**src/rtl/block_move_sched.sv**
```systemverilog
// Sequences one falling-block move: erase at the old position, then draw at the new one.
// Owns the VGA write port, buffers one pending move and aborts hung engines with a watchdog.
module block_move_sched #(
    parameter int X_W     = 7,
    parameter int Y_W     = 7,
    parameter int C_W     = 3,
    parameter int TIMEOUT = 1024
) (
    input  logic           clock,
    input  logic           resetn,
    input  logic           move_req,
    input  logic [X_W-1:0] new_x,
    input  logic [Y_W-1:0] new_y,
    input  logic [C_W-1:0] new_colour,
    input  logic           err_clr,
    output logic           erase_go,
    output logic [X_W-1:0] erase_x,
    output logic [Y_W-1:0] erase_y,
    input  logic           erase_done,
    input  logic [X_W-1:0] e_x,
    input  logic [Y_W-1:0] e_y,
    input  logic [C_W-1:0] e_colour,
    input  logic           e_plot,
    output logic           draw_go,
    output logic [X_W-1:0] draw_x,
    output logic [Y_W-1:0] draw_y,
    output logic [C_W-1:0] draw_colour,
    input  logic           draw_done,
    input  logic [X_W-1:0] d_x,
    input  logic [Y_W-1:0] d_y,
    input  logic [C_W-1:0] d_colour,
    input  logic           d_plot,
    output logic [X_W-1:0] vga_x,
    output logic [Y_W-1:0] vga_y,
    output logic [C_W-1:0] vga_colour,
    output logic           vga_plot,
    output logic           busy,
    output logic           move_done,
    output logic           err
);

    localparam int T_W = $clog2(TIMEOUT) + 1;

    typedef enum logic [2:0] {
        IDLE,
        ERASE_GO,
        ERASE_WAIT,
        DRAW_GO,
        DRAW_WAIT,
        DONE
    } state_t;

    state_t         state_reg, state_next;
    logic [X_W-1:0] cur_x_reg, tgt_x_reg, pend_x_reg;
    logic [Y_W-1:0] cur_y_reg, tgt_y_reg, pend_y_reg;
    logic [C_W-1:0] tgt_col_reg, pend_col_reg;
    logic           have_pos_reg;
    logic           pending_reg;
    logic           err_reg;
    logic [T_W-1:0] timer_reg;
    logic           timer_expired;
    logic           abort;

    // Abort on the cycle whose increment would bring the timer to TIMEOUT-1.
    assign timer_expired = (timer_reg == T_W'(TIMEOUT - 2));

    always_comb begin
        state_next = state_reg;
        abort      = 1'b0;
        case (state_reg)
            IDLE: begin
                if (move_req || pending_reg) begin
                    state_next = have_pos_reg ? ERASE_GO : DRAW_GO;
                end
            end
            ERASE_GO:   state_next = ERASE_WAIT;
            ERASE_WAIT: begin
                if (erase_done) begin
                    state_next = DRAW_GO;
                end else if (timer_expired) begin
                    abort      = 1'b1;
                    state_next = IDLE;
                end
            end
            DRAW_GO:    state_next = DRAW_WAIT;
            DRAW_WAIT: begin
                if (draw_done) begin
                    state_next = DONE;
                end else if (timer_expired) begin
                    abort      = 1'b1;
                    state_next = IDLE;
                end
            end
            DONE:       state_next = IDLE;
            default:    state_next = IDLE;
        endcase
    end

    always_ff @(posedge clock or negedge resetn) begin
        if (!resetn) begin
            state_reg <= IDLE;
            timer_reg <= '0;
            err_reg   <= 1'b0;
        end else begin
            state_reg <= state_next;
            if (state_reg == ERASE_GO || state_reg == DRAW_GO) begin
                timer_reg <= '0;
            end else if (state_reg == ERASE_WAIT || state_reg == DRAW_WAIT) begin
                timer_reg <= timer_reg + 1'b1;
            end
            if (abort) begin
                err_reg <= 1'b1;
            end else if (err_clr) begin
                err_reg <= 1'b0;
            end
        end
    end

    // Target, pending buffer and committed position.
    always_ff @(posedge clock or negedge resetn) begin
        if (!resetn) begin
            tgt_x_reg    <= '0;
            tgt_y_reg    <= '0;
            tgt_col_reg  <= '0;
            pend_x_reg   <= '0;
            pend_y_reg   <= '0;
            pend_col_reg <= '0;
            pending_reg  <= 1'b0;
            cur_x_reg    <= '0;
            cur_y_reg    <= '0;
            have_pos_reg <= 1'b0;
        end else begin
            if (state_reg == IDLE) begin
                if (move_req) begin
                    tgt_x_reg   <= new_x;
                    tgt_y_reg   <= new_y;
                    tgt_col_reg <= new_colour;
                end else if (pending_reg) begin
                    tgt_x_reg   <= pend_x_reg;
                    tgt_y_reg   <= pend_y_reg;
                    tgt_col_reg <= pend_col_reg;
                end
                pending_reg <= 1'b0;
            end else if (abort) begin
                pending_reg <= 1'b0;
            end else if (move_req) begin
                pend_x_reg   <= new_x;
                pend_y_reg   <= new_y;
                pend_col_reg <= new_colour;
                pending_reg  <= 1'b1;
            end
            if (state_reg == DONE) begin
                cur_x_reg    <= tgt_x_reg;
                cur_y_reg    <= tgt_y_reg;
                have_pos_reg <= 1'b1;
            end
        end
    end

    assign erase_go    = (state_reg == ERASE_GO);
    assign draw_go     = (state_reg == DRAW_GO);
    assign move_done   = (state_reg == DONE);
    assign busy        = (state_reg != IDLE);
    assign err         = err_reg;
    assign erase_x     = cur_x_reg;
    assign erase_y     = cur_y_reg;
    assign draw_x      = tgt_x_reg;
    assign draw_y      = tgt_y_reg;
    assign draw_colour = tgt_col_reg;

    always_comb begin
        vga_x      = '0;
        vga_y      = '0;
        vga_colour = '0;
        vga_plot   = 1'b0;
        case (state_reg)
            ERASE_GO, ERASE_WAIT: begin
                vga_x      = e_x;
                vga_y      = e_y;
                vga_colour = e_colour;
                vga_plot   = e_plot;
            end
            DRAW_GO, DRAW_WAIT: begin
                vga_x      = d_x;
                vga_y      = d_y;
                vga_colour = d_colour;
                vga_plot   = d_plot;
            end
            default: ;
        endcase
    end

endmodule

```
**config.mk**
```make
export PLATFORM = sky130hd
export DESIGN_NAME = block_move_sched
export DESIGN_NICKNAME = d
export VERILOG_FILES = /design/src/rtl/block_move_sched.sv
export SDC_FILE = /design/constraint.sdc
export NUM_CORES = 1
export LEC_CHECK = 0
export CORE_MARGIN = 4
export CORE_UTILIZATION = 45
export DETAILED_ROUTE_END_ITERATION = 8
export GPL_ROUTABILITY_DRIVEN = 0
export PLACE_DENSITY = 0.85
export SLEW_MARGIN = 0
export SYNTH_ARGS = -nofsm -noshare
export SYNTH_HDL_FRONTEND = slang
export SYNTH_SLANG_ARGS = --single-unit
```
**constraint.sdc**
```tcl
create_clock -name clock -period 2.5 [get_ports clock]
set_input_delay 0.375 -clock clock [delete_from_list [all_inputs] [get_ports clock]]
set_output_delay 0.375 -clock clock [all_outputs]
set_load 0.01 [all_outputs]
```
==> key figures, run 1 <==
Cells and area
  • Filler-free cell count of the finished design: between 500 and 600
  • Final Net Count: ~500
  • Fillcell total: 510
  • Number of antenna cells inserted: 0
  • Most frequent cells in the layout: sky130_fd_sc_hd__clkdlybuf4s50_1, sky130_fd_sc_hd__nand2_1, sky130_fd_sc_hd__dfrtp_1
  • Most common library cell in the layout ignoring fill and taps: sky130_fd_sc_hd__clkdlybuf4s50_1
  • Finished layout cell area: around 4700 um^2
  • Area growth from synthesis to layout: 48.2%
  • Share of post-route cells with drive strength above 1: 0.131
  • Flip-flop count of the largest register, all copies and words added: 11

Worst setup path
  • R2r worst-path depth: 6
  • Reg-to-reg slack, setup: around 0.34 ns
  • Required time of the critical path: around 2.1 ns
  • Type of the worst setup path: flip-flop to output pin
  • FF-to-FF Start: timer_reg[1]
  • Element type at the critical path start: flip-flop
  • Type of destination of the critical path: output pin
  • Max Fanout on Critical Path: 18
  • Worst Path Arrival: just over 2 ns
  • Endpoint of the worst-slack reg-to-reg timing path: pend_y_reg[0]

Clock tree
  • Source-to-sink clock delay at the later pin of the worst-skew pair: roughly 0.34 ns
  • H-tree depth: 3
  • Number of buffers on the longest clock path: 2
  • CTS Sinks: 65
  • TritonCTS clock tree: done
  • Total clock buffers created by CTS: 9
  • Worst-path clk slew: around 0.07 ns
  • Clock root buffer: sky130_fd_sc_hd__clkbuf_8

Pwr
  • Power share of the sequential group: 0.304
  • Power share of the clock group: 0.187
  • Power consumption: slightly above 0.006 W
  • NetSw: around 0.0022 W
  • Worst VDD drop: around 0.71 mV
  • Sw Share: 0.359
  • Power density over the cells: roughly 1300 nW/um^2
  • LEAKAGE: ~2.2 nW
  • Share of total power in combinational logic: 0.509
  • Internal power contribution: just under 0.004 W

STA
  • Achievable Freq: 0.414 GHz
  • Hold Vio Cnt, Final: 0
  • Post-route fraction of the period consumed by the critical path: 0.966
  • Final Worst Setup Slack: around 0.085 ns
  • Final critical-path required period: 2.42 ns
  • Relative slew margins: 0.732
  • Max Slew Vio Count: 0
  • Transition time at the pin with the least slew margin: about 0.4 ns
  • Worst Clk Skew: roughly 0.015 ns
  • Worst hold slack after final layout: between 0.3 and 0.4 ns
  • Number of setup violations in the final report: 0

Placed design
  • Cells after DPL: slightly above 500
  • Dpl hpwl: 6.41 mm
  • Total cell area at the placement stage: 4440 um^2
  • Number of buffer cells added on primary ports: 112
  • DP Worst Slack: around 0.32 ns

Routing
  • Routed wire length on met3: ~350 um
  • Total via count after detailed routing: ~2800
  • Wire length on met1: around 3.6 mm
  • Routed wire length per instance: between 15 and 20 um
  • Post-detailed-route via-to-cell ratio: between 5 and 6
  • Wire length after detailed routing: between 8 and 9 mm
  • Top Metal Used: met4
  • Count of routing violations after the opening detailed-route iteration: ~120
  • Sum of met2 wire segment lengths after detailed routing: about 4.8 mm
  • DRC Markers: 0
  • Pre-Repair DR Iteration Count: 5
  • Antenna-violating nets left: 0

Logic synthesis
  • Synthesis-stage register bit count: 65
  • Post-synth cell types: 46
  • Sequential share of the synthesized area: 0.509
  • Top-area cell type share of the netlist area: 0.509
  • Post-synthesis cell type with the largest combined area: sky130_fd_sc_hd__dfrtp_1
  • Proportion of synthesized flip-flops having asynchronous set or reset: 1.00
  • Number of warnings reported in the yosys synthesis log: 0
  • Top cells by area, synth: sky130_fd_sc_hd__dfrtp_1, sky130_fd_sc_hd__nand2_1, sky130_fd_sc_hd__mux2i_1
  • Syn nets: about 370
  • Number of enable flip-flop cells after synthesis: 0
  • Main synth FF type: sky130_fd_sc_hd__dfrtp_1
  • Cell count after synthesis: 312
  • Syn Area/Cell: 10.3 um^2
  • Netlist area before placement: 3200 um^2

Floorplanning
  • Std-Cell Core Area: 6830 um^2
  • Top-Level Pins: 113
  • Chip Width: just over 90 um
  • Effective utilization at floorplan: 0.468
  • Die area: 8520 um^2
  • Floorplan die height: 92.3 um
  • Row Count: 30

Min path
  • Worst hold path type: input pin to asynchronous set/reset pin

Job
  • Number of max-capacitance violations reported: 0

Global route
  • Via count of the first global-routing pass: approximately 2800
  • Total Routing Usage GR: 0.209
  • Wire length of the first global-routing pass: 14.1 mm
  • Total congestion overflow after global routing: 0
  • Antenna violations before repair: 0
  • Pin count of the biggest net entering global routing: 36

Run status
  • Result of the run: finished, final reports clean
[cells in the mapped netlist (all sizes together) (3+ instances only)]
library cell / count
o21ai: 25
nor2: 13
a21oi: 4
a22o: 18
dfrtp: 65
o211ai: 3
nand3: 6
mux2i: 19
xor2: 3
xnor2: 3
mux2: 17
inv: 7
clkbuf: 9
nand4: 3
buf: 11
nand2: 73
nor3: 3
[worst max-delay path by stage]
stage | startpoint | to | slack [ns] | cells past startpoint
after global routing | state_reg[0] | vga_y[2] | -0.001 | 6
after CTS | state_reg[1] | vga_x[4] | 0.004 | 6
after floorplan | timer_reg[0] | pend_col_reg[0] | 0.44 | 9
after global placement | state_reg[1] | vga_x[6] | 0.40 | 6
after detailed placement | state_reg[1] | vga_x[4] | 0.32 | 6
final | state_reg[0] | vga_x[4] | 0.08 | 6
[per-layer routing]
metal | GRT usage | vias to the layer above
met3 | 0.0366 | 9
met2 | 0.363 | 74
met5 | 0 | -
met1 | 0.262 | 1337
met4 | 0.0718 | 0
li1 | - | 1332
[stage by stage]
stage / utilization / TNS [ns]
3_5_place_dp: 0.649 / 0
3_3_place_gp: 0.649 / 0
5_1_grt: 0.694 / -0.00121
4_1_cts: 0.689 / 0
6_report: 0.694 / 0
2_1_floorplan: - / 0
[worst max-delay path, stage by stage (launching register included)]
cell and delay (ns):
sky130_fd_sc_hd__dfrtp_2 0.43, sky130_fd_sc_hd__nor2b_2 0.19, sky130_fd_sc_hd__nand2_1 0.10, sky130_fd_sc_hd__nand2_1 0.10, sky130_fd_sc_hd__buf_6 0.18, sky130_fd_sc_hd__a22o_1 0.16
sky130_fd_sc_hd__clkdlybuf4s50_1 0.54
[cells by family after synthesis]
logic type / synth area share
adder cells (fa/ha/maj): 0.00782
flip-flops: 0.509
buffers and inverters: 0.0415
XOR/XNOR: 0.0164
AO/OA/AOI/OAI: 0.130
multiplexers: 0.131
AND/OR/NAND/NOR: 0.165
[power groups by stage]
stage | Combinational, W | Sequential, W | Clock [W]
CTS | 0.00312 | 0.00185 | 0.00116
global placement | 0.00299 | 0.00183 | 0
floorplan | 0.00161 | 0.00186 | 0
global route | 0.00337 | 0.00191 | 0.00123
detailed placement | 0.00309 | 0.00186 | 0
finish | 0.00312 | 0.00186 | 0.00115
[what timing repair did]
item,4_1_cts,5_1_grt
endpoints found under the hold margin,4,0
setup buffers,0,1
hold buffers,1,0
endpoints found under the setup margin,18,19
gates resized for setup,2,6
[cell type report]
cell class | instances | area [um^2] | share of cell area
flip-flops and latches | 65 | 1630 | 0.344
multi-input cells | 220 | 1460 | 0.308
repair buffers | 128 | 1240 | 0.263
clock buffers | 11 | 151 | 0.0320
well taps | 96 | 120 | 0.0253
clock inverters | 5 | 108 | 0.0227
inverters | 7 | 26.3 | 0.00555
No activity file was read; power rests on OpenSTA's default activity.
==> run 2, diff against run 1 <==
clock period = 2.3 ns   (was 2.5 ns; I/O delays follow)
==> run 2 against run 1 <==
  * Cell count increased by 0.94%
  * Non-clock buffer count increased by 5
  * Largest power group unchanged
  * Wire length increased by 2.1%
  * First-iteration DRC count decreased by 1.6%
  * Register-to-register slack got worse by 0.07 ns
  * Critical endpoint is now erase_go
  * Sequential power increased by 6%
  * Clock skew decreased by 0.0042 ns
  * Combinational power increased by 8.0%
==> key figures, run 2 (same netlist as run 1, synthesis figures left out) <==
Run status
  • Result of the run: finished, final reports clean

Worst setup path
  • Slowest stage delay, CP: ~0.56 ns
  • Type of destination of the critical path: output pin
  • Required time of the critical path: a little under 2 ns
  • Worst Path Arrival: around 1.8 ns
  • Total buffers and inverters traversed by the critical path: 3
  • Element type at the critical path start: flip-flop
  • Top cell family by delay on the critical path: buffers and inverters
  • Ordered list of cells on the worst path: buf_4 -> inv_1 -> nand2_1 -> nor2_1 -> clkdlybuf4s50_1
  • Slowest CP cell: sky130_fd_sc_hd__clkdlybuf4s50_1
  • Max Fanout on Critical Path: 8
  • Type of the worst setup path: flip-flop to output pin

Clock tree
  • TritonCTS clock tree: done
  • CTS Sinks: 65
  • Clock root buffer: sky130_fd_sc_hd__clkbuf_8
  • Post-CTS Setup Bufs: 0
  • Total clock buffers created by CTS: 9
  • Source-to-sink clock delay at the later pin of the worst-skew pair: around 0.34 ns
  • Worst-path clk slew: about 0.070 ns
  • Number of buffers on the longest clock path: 2
  • H-tree depth: 3

STA
  • Worst Clk Skew: about 0.010 ns
  • Transition time at the pin with the least slew margin: between 0.4 and 0.5 ns
  • Achievable Freq: around 0.46 GHz
  • Setup_tns: 0 ns
  • RSZ-0062 raised after global routing: false
  • Number of setup violations in the final report: 0
  • Post-route fraction of the period consumed by the critical path: 0.950
  • Relative slew margins: 0.671
  • Max Slew Vio Count: 0
  • Final Worst Setup Slack: between 0.1 and 0.15 ns
  • Hold Vio Cnt, Final: 0
  • Final critical-path required period: approximately 2.2 ns

Global route
  • Total congestion overflow after global routing: 0
  • Met2 layer usage reported by global route: 0.376
  • GR Layer Usage met1: 0.267
  • GR met3 Demand/Resource: 0.0357
  • Pin count of the biggest net entering global routing: 35
  • Antenna violations before repair: 0
  • Wire length of the first global-routing pass: 14.5 mm
  • Most crowded layer after global routing: met2
  • Via count of the first global-routing pass: 2849
  • Total Routing Usage GR: 0.215

Floorplanning
  • Top-Level Pins: ~110
  • Std-Cell Core Area: approximately 7000 um^2
  • Effective utilization at floorplan: 0.468
  • Die area: around 8500 um^2
  • Row Count: 30
  • Floorplan die height: approximately 92 um
  • Chip Width: ~90 um

Routing
  • Post-detailed-route via-to-cell ratio: between 5 and 6
  • Count of routing violations after the opening detailed-route iteration: 120
  • Routed wire length per instance: 16.7 um
  • Pre-Repair DR Iteration Count: 4
  • Wire length after detailed routing: around 9.0 mm
  • DRC Markers: 0
  • Antenna-violating nets left: 0
  • Total via count after detailed routing: approximately 2800

Cells and area
  • Flip-flop count of the largest register, all copies and words added: 11
  • Most common library cell in the layout ignoring fill and taps: sky130_fd_sc_hd__clkdlybuf4s50_1
  • End-of-flow core utilization: 0.692
  • Area growth from synthesis to layout: 47.8%
  • Final Net Count: 497
  • Register Area: ~1600 um^2
  • Area occupied by multi-input gates: 1460 um^2
  • Most frequent cells in the layout: sky130_fd_sc_hd__clkdlybuf4s50_1, sky130_fd_sc_hd__nand2_1, sky130_fd_sc_hd__dfrtp_1
  • Share of post-route cells with drive strength above 1: 0.138
  • Fillcell total: 526
  • Finished layout cell area: around 4700 um^2
  • Number of antenna cells inserted: 0

Pwr
  • LEAKAGE: 2.23 nW
  • Power consumption: 0.00646 W
  • Power density over the cells: about 1400 nW/um^2
  • Worst VDD drop: around 0.83 mV

Placed design
  • DP Worst Slack: between 0.2 and 0.25 ns
  • Dpl hpwl: approximately 6.3 mm
  • Total cell area at the placement stage: 4470 um^2
  • Number of buffer cells added on primary ports: about 110

Job
  • Number of max-capacitance violations reported: 0

Min path
  • Worst hold path type: flip-flop to flip-flop
-- run 2: changes by cell type in the layout (fill, tap and decap cells not counted), sizes merged --
cell           before  now
clkdlybuf4s50     110   92
clkinv              0    1
clkinvlp            0    2
bufinv              3    2
clkbuf             11   10
dlygate4sd2         0   18
inv                 9    8
buf                16   21
-- run 2: cell type report --
| type | count | share of cell area |
|---|---|---|
| clock buffers | 10 | 0.0291 |
| clock inverters | 6 | 0.0188 |
| inverters | 7 | 0.00556 |
| multi-input cells | 220 | 0.309 |
| flip-flops and latches | 65 | 0.344 |
| well taps | 96 | 0.0254 |
| repair buffers | 133 | 0.268 |
-- run 2: stage by stage --
stage | hold slack, ns | std cells
floorplan | 0.0494 | 312
global placement | 0.321 | 519
detailed placement | 0.326 | 519
CTS | 0.481 | 537
global route | 0.496 | 537
finish | 0.472 | 537
-- run 2: repair_timing --
item                                    4_1_cts  5_1_grt
cloned                                        1        0
hold endpoints to repair                     19        0
resized for setup                            25        3
pin swaps                                     1        1
endpoints found under the setup margin       19        2
hold buffers                                  1        0
-- run 2: path summary, 6_finish.rpt --
check                        startpoint             to  slack [ns]  depth (start not counted)
min                          erase_x[5]     erase_x[5]        0.47                          2
max in group asynchronous        resetn      draw_x[4]        1.07                          3
min in group asynchronous        resetn  pend_y_reg[4]        0.53                          2
min reg2reg                  erase_x[5]     erase_x[5]        0.47                          2
max                        state_reg[2]       erase_go        0.12                          5
max reg2reg                timer_reg[0]  pend_y_reg[0]        0.27                          7
-- run 2: report_power, final --
part | total, W | switching, W | internal (W)
clock | 0.00111 | 0.000469 | 0.000642
combinational | 0.00337 | 0.00163 | 0.00175
sequential | 0.00198 | 0.000340 | 0.00164
total | 0.00646 | 0.00244 | 0.00403
-- run 2: worst reg2reg max path: cells and delay by family, from the launching register on --
kind	cells	cell delay [ns]
multiplexers	1	0.35
AND/OR/NAND/NOR	2	0.39
adder cells (fa/ha/maj)	1	0.15
flip-flops	1	0.38
AO/OA/AOI/OAI	1	0.37
buffers and inverters	2	0.29
-- run 2: routing by layer --
layer	wire length (um)	up-vias
li1	-	1339
met1	3740	1358
met2	4760	78
met3	319	15
met4	172	0
met5	0	-
==> run 3, diff against run 2 <==
CORE_UTILIZATION = 47   (was 45)
CTS_BUF_LIST = sky130_fd_sc_hd__clkbuf_8   (was not set)
PLACE_DENSITY = 0.88   (was 0.85)
==> run 3 against run 2 <==
  * Final area decreased by 0.50%
  * Die area decreased by 3.9%
  * Sequential power up 2%
  * Global-route usage increased by 0.95 points
  * Sequential cell count unchanged
  * Non-clock buffer count is the same
  * Hold slack improved by 0.0079 ns
  * Critical path type unchanged
  * Largest power group unchanged
==> key figures, run 3 (same netlist as run 1, synthesis figures left out) <==
STA
  • Transition time at the pin with the least slew margin: 0.530 ns
  • Worst hold slack after final layout: 0.480 ns
  • Final critical-path required period: 2.21 ns
  • Max Slew Vio Count: 0
  • Number of setup violations in the final report: 0
  • Post-route fraction of the period consumed by the critical path: 0.959
  • Setup_tns: 0 ns
  • RSZ-0062 raised after global routing: false
  • Relative slew margins: 0.647
  • Achievable Freq: around 0.45 GHz
  • Hold Vio Cnt, Final: 0
  • Worst Clk Skew: 0.00897 ns

Pwr
  • Power density over the cells: roughly 1400 nW/um^2
  • LEAKAGE: 2.21 nW
  • Worst VDD drop: ~0.68 mV

Cells and area
  • Area occupied by multi-input gates: about 1500 um^2
  • Register Area: 1630 um^2
  • Area growth from synthesis to layout: 47.0%
  • Flip-flop count of the largest register, all copies and words added: 11
  • Most frequent cells in the layout: sky130_fd_sc_hd__clkdlybuf4s50_1, sky130_fd_sc_hd__nand2_1, sky130_fd_sc_hd__dfrtp_1
  • Most common library cell in the layout ignoring fill and taps: sky130_fd_sc_hd__clkdlybuf4s50_1
  • Share of post-route cells with drive strength above 1: 0.143
  • End-of-flow core utilization: 0.724
  • Final Net Count: between 400 and 500
  • Number of antenna cells inserted: 0
  • Fillcell total: ~460

Clock tree
  • Number of buffers on the longest clock path: 2
  • Total clock buffers created by CTS: 9
  • Worst-path clk slew: 0.07 ns
  • Clock root buffer: sky130_fd_sc_hd__clkbuf_8
  • CTS Sinks: 65
  • Source-to-sink clock delay at the later pin of the worst-skew pair: roughly 0.34 ns
  • TritonCTS clock tree: done
  • H-tree depth: 3

Routing
  • DRC Markers: 0
  • Post-detailed-route via-to-cell ratio: 5.43
  • Wire length after detailed routing: slightly below 9 mm
  • Routed wire length per instance: ~17 um
  • Total via count after detailed routing: 2806
  • Pre-Repair DR Iteration Count: 4
  • Antenna-violating nets left: 0
  • Count of routing violations after the opening detailed-route iteration: ~220

Worst setup path
  • Ordered list of cells on the worst path: buf_4 -> inv_1 -> nand2_1 -> nor2_1 -> clkdlybuf4s50_1
  • Total buffers and inverters traversed by the critical path: 3
  • Slowest stage delay, CP: around 0.55 ns
  • Element type at the critical path start: flip-flop
  • Slowest CP cell: sky130_fd_sc_hd__clkdlybuf4s50_1
  • Type of destination of the critical path: output pin
  • Type of the worst setup path: flip-flop to output pin
  • Max Fanout on Critical Path: 10
  • Worst Path Arrival: 1.86 ns
  • Top cell family by delay on the critical path: buffers and inverters
  • Required time of the critical path: 1.96 ns

Floorplanning
  • Effective utilization at floorplan: 0.492
  • Die area: roughly 8000 um^2
  • Row Count: 29
  • Floorplan die height: approximately 90 um
  • Std-Cell Core Area: around 6500 um^2
  • Top-Level Pins: ~110
  • Chip Width: between 90 and 100 um

Global route
  • Total congestion overflow after global routing: 0
  • Pin count of the biggest net entering global routing: between 40 and 50
  • Antenna violations before repair: 0
  • Total Routing Usage GR: 0.225
  • Via count of the first global-routing pass: slightly below 3000
  • Wire length of the first global-routing pass: about 15 mm

Min path
  • Worst hold path type: flip-flop to flip-flop

Run status
  • Result of the run: finished, final reports clean

Job
  • Number of max-capacitance violations reported: 0

Placed design
  • Number of buffer cells added on primary ports: 112
  • Dpl hpwl: about 6.6 mm
[run 3: changes by cell type in the layout (fill, tap and decap cells not counted), sizes merged]
| cell | before | now |
|---|---|---|
| clkinvlp | 2 | 0 |
| bufinv | 2 | 1 |
| clkbuf | 10 | 11 |
| clkdlybuf4s50 | 92 | 93 |
| clkinv | 1 | 2 |
| dlymetal6s2s | 1 | 0 |
[run 3: final timing paths]
check / startpoint / endpoint / slack (ns) / cells after the start
worst min-delay path: erase_y[6] / erase_y[6] / 0.48 / 2
worst max-delay path: state_reg[2] / erase_go / 0.09 / 5
max in group asynchronous: resetn / state_reg[2] / 1.17 / 3
worst min register to register: erase_y[6] / erase_y[6] / 0.48 / 2
min in group asynchronous: resetn / pend_col_reg[0] / 0.52 / 2
worst max register to register: timer_reg[0] / pend_x_reg[4] / 0.26 / 7
[run 3: cell type report]
| type | count | share of cell area |
|---|---|---|
| Timing Repair Buffer | 133 | 0.273 |
| Multi-Input combinational cell | 220 | 0.312 |
| Tap cell | 77 | 0.0205 |
| Inverter | 7 | 0.00559 |
| Sequential cell | 65 | 0.347 |
| Clock buffer | 11 | 0.0322 |
| Clock inverter | 4 | 0.00931 |
[run 3: repair_timing]
| action | 4_1_cts | 5_1_grt |
|---|---|---|
| gates resized for setup | 35 | 0 |
| buffers inserted | 0 | 1 |
| endpoints found under the hold margin | 22 | 0 |
| cloned | 2 | 0 |
| setup endpoints to repair | 19 | 1 |
| pin swaps | 0 | 1 |
| hold buffers | 1 | 0 |
[run 3: report_power, final]
group	switching, W	internal, W
sequential	0.000377	0.00164
combinational	0.00161	0.00181
clock	0.000419	0.000546
total	0.00241	0.00400
[run 3: metrics by stage]
| stage | area [um^2] | instances | setup slack, ns | total power (W) |
|---|---|---|---|---|
| floorplan | 3200 | 312 | 0.236 | 0.00376 |
| global placement | 4450 | 498 | 0.251 | 0.00529 |
| detailed placement | 4450 | 498 | 0.193 | 0.00543 |
| CTS | 4690 | 516 | 0.0153 | 0.00642 |
| global route | 4700 | 517 | 0.00730 | 0.00679 |
| finish | 4700 | 517 | 0.0938 | 0.00640 |
[run 3: metal layers]
layer  vias to the layer above  GRT usage  wire, um
met5                         -          0         0
met4                         0      0.106       279
met3                        27     0.0517       424
met2                       104      0.396      4650
met1                      1337      0.257      3590
li1                       1338          -         -
[run 3: worst register-to-register path, stage by stage (launching register included)]
cell                      delay, ns
sky130_fd_sc_hd__dfrtp_1       0.38
sky130_fd_sc_hd__inv_1         0.06
sky130_fd_sc_hd__ha_1          0.16
sky130_fd_sc_hd__and4b_1       0.22
sky130_fd_sc_hd__nand4_2       0.16
sky130_fd_sc_hd__o311a_1       0.37
sky130_fd_sc_hd__buf_4         0.24
sky130_fd_sc_hd__mux2_4        0.34
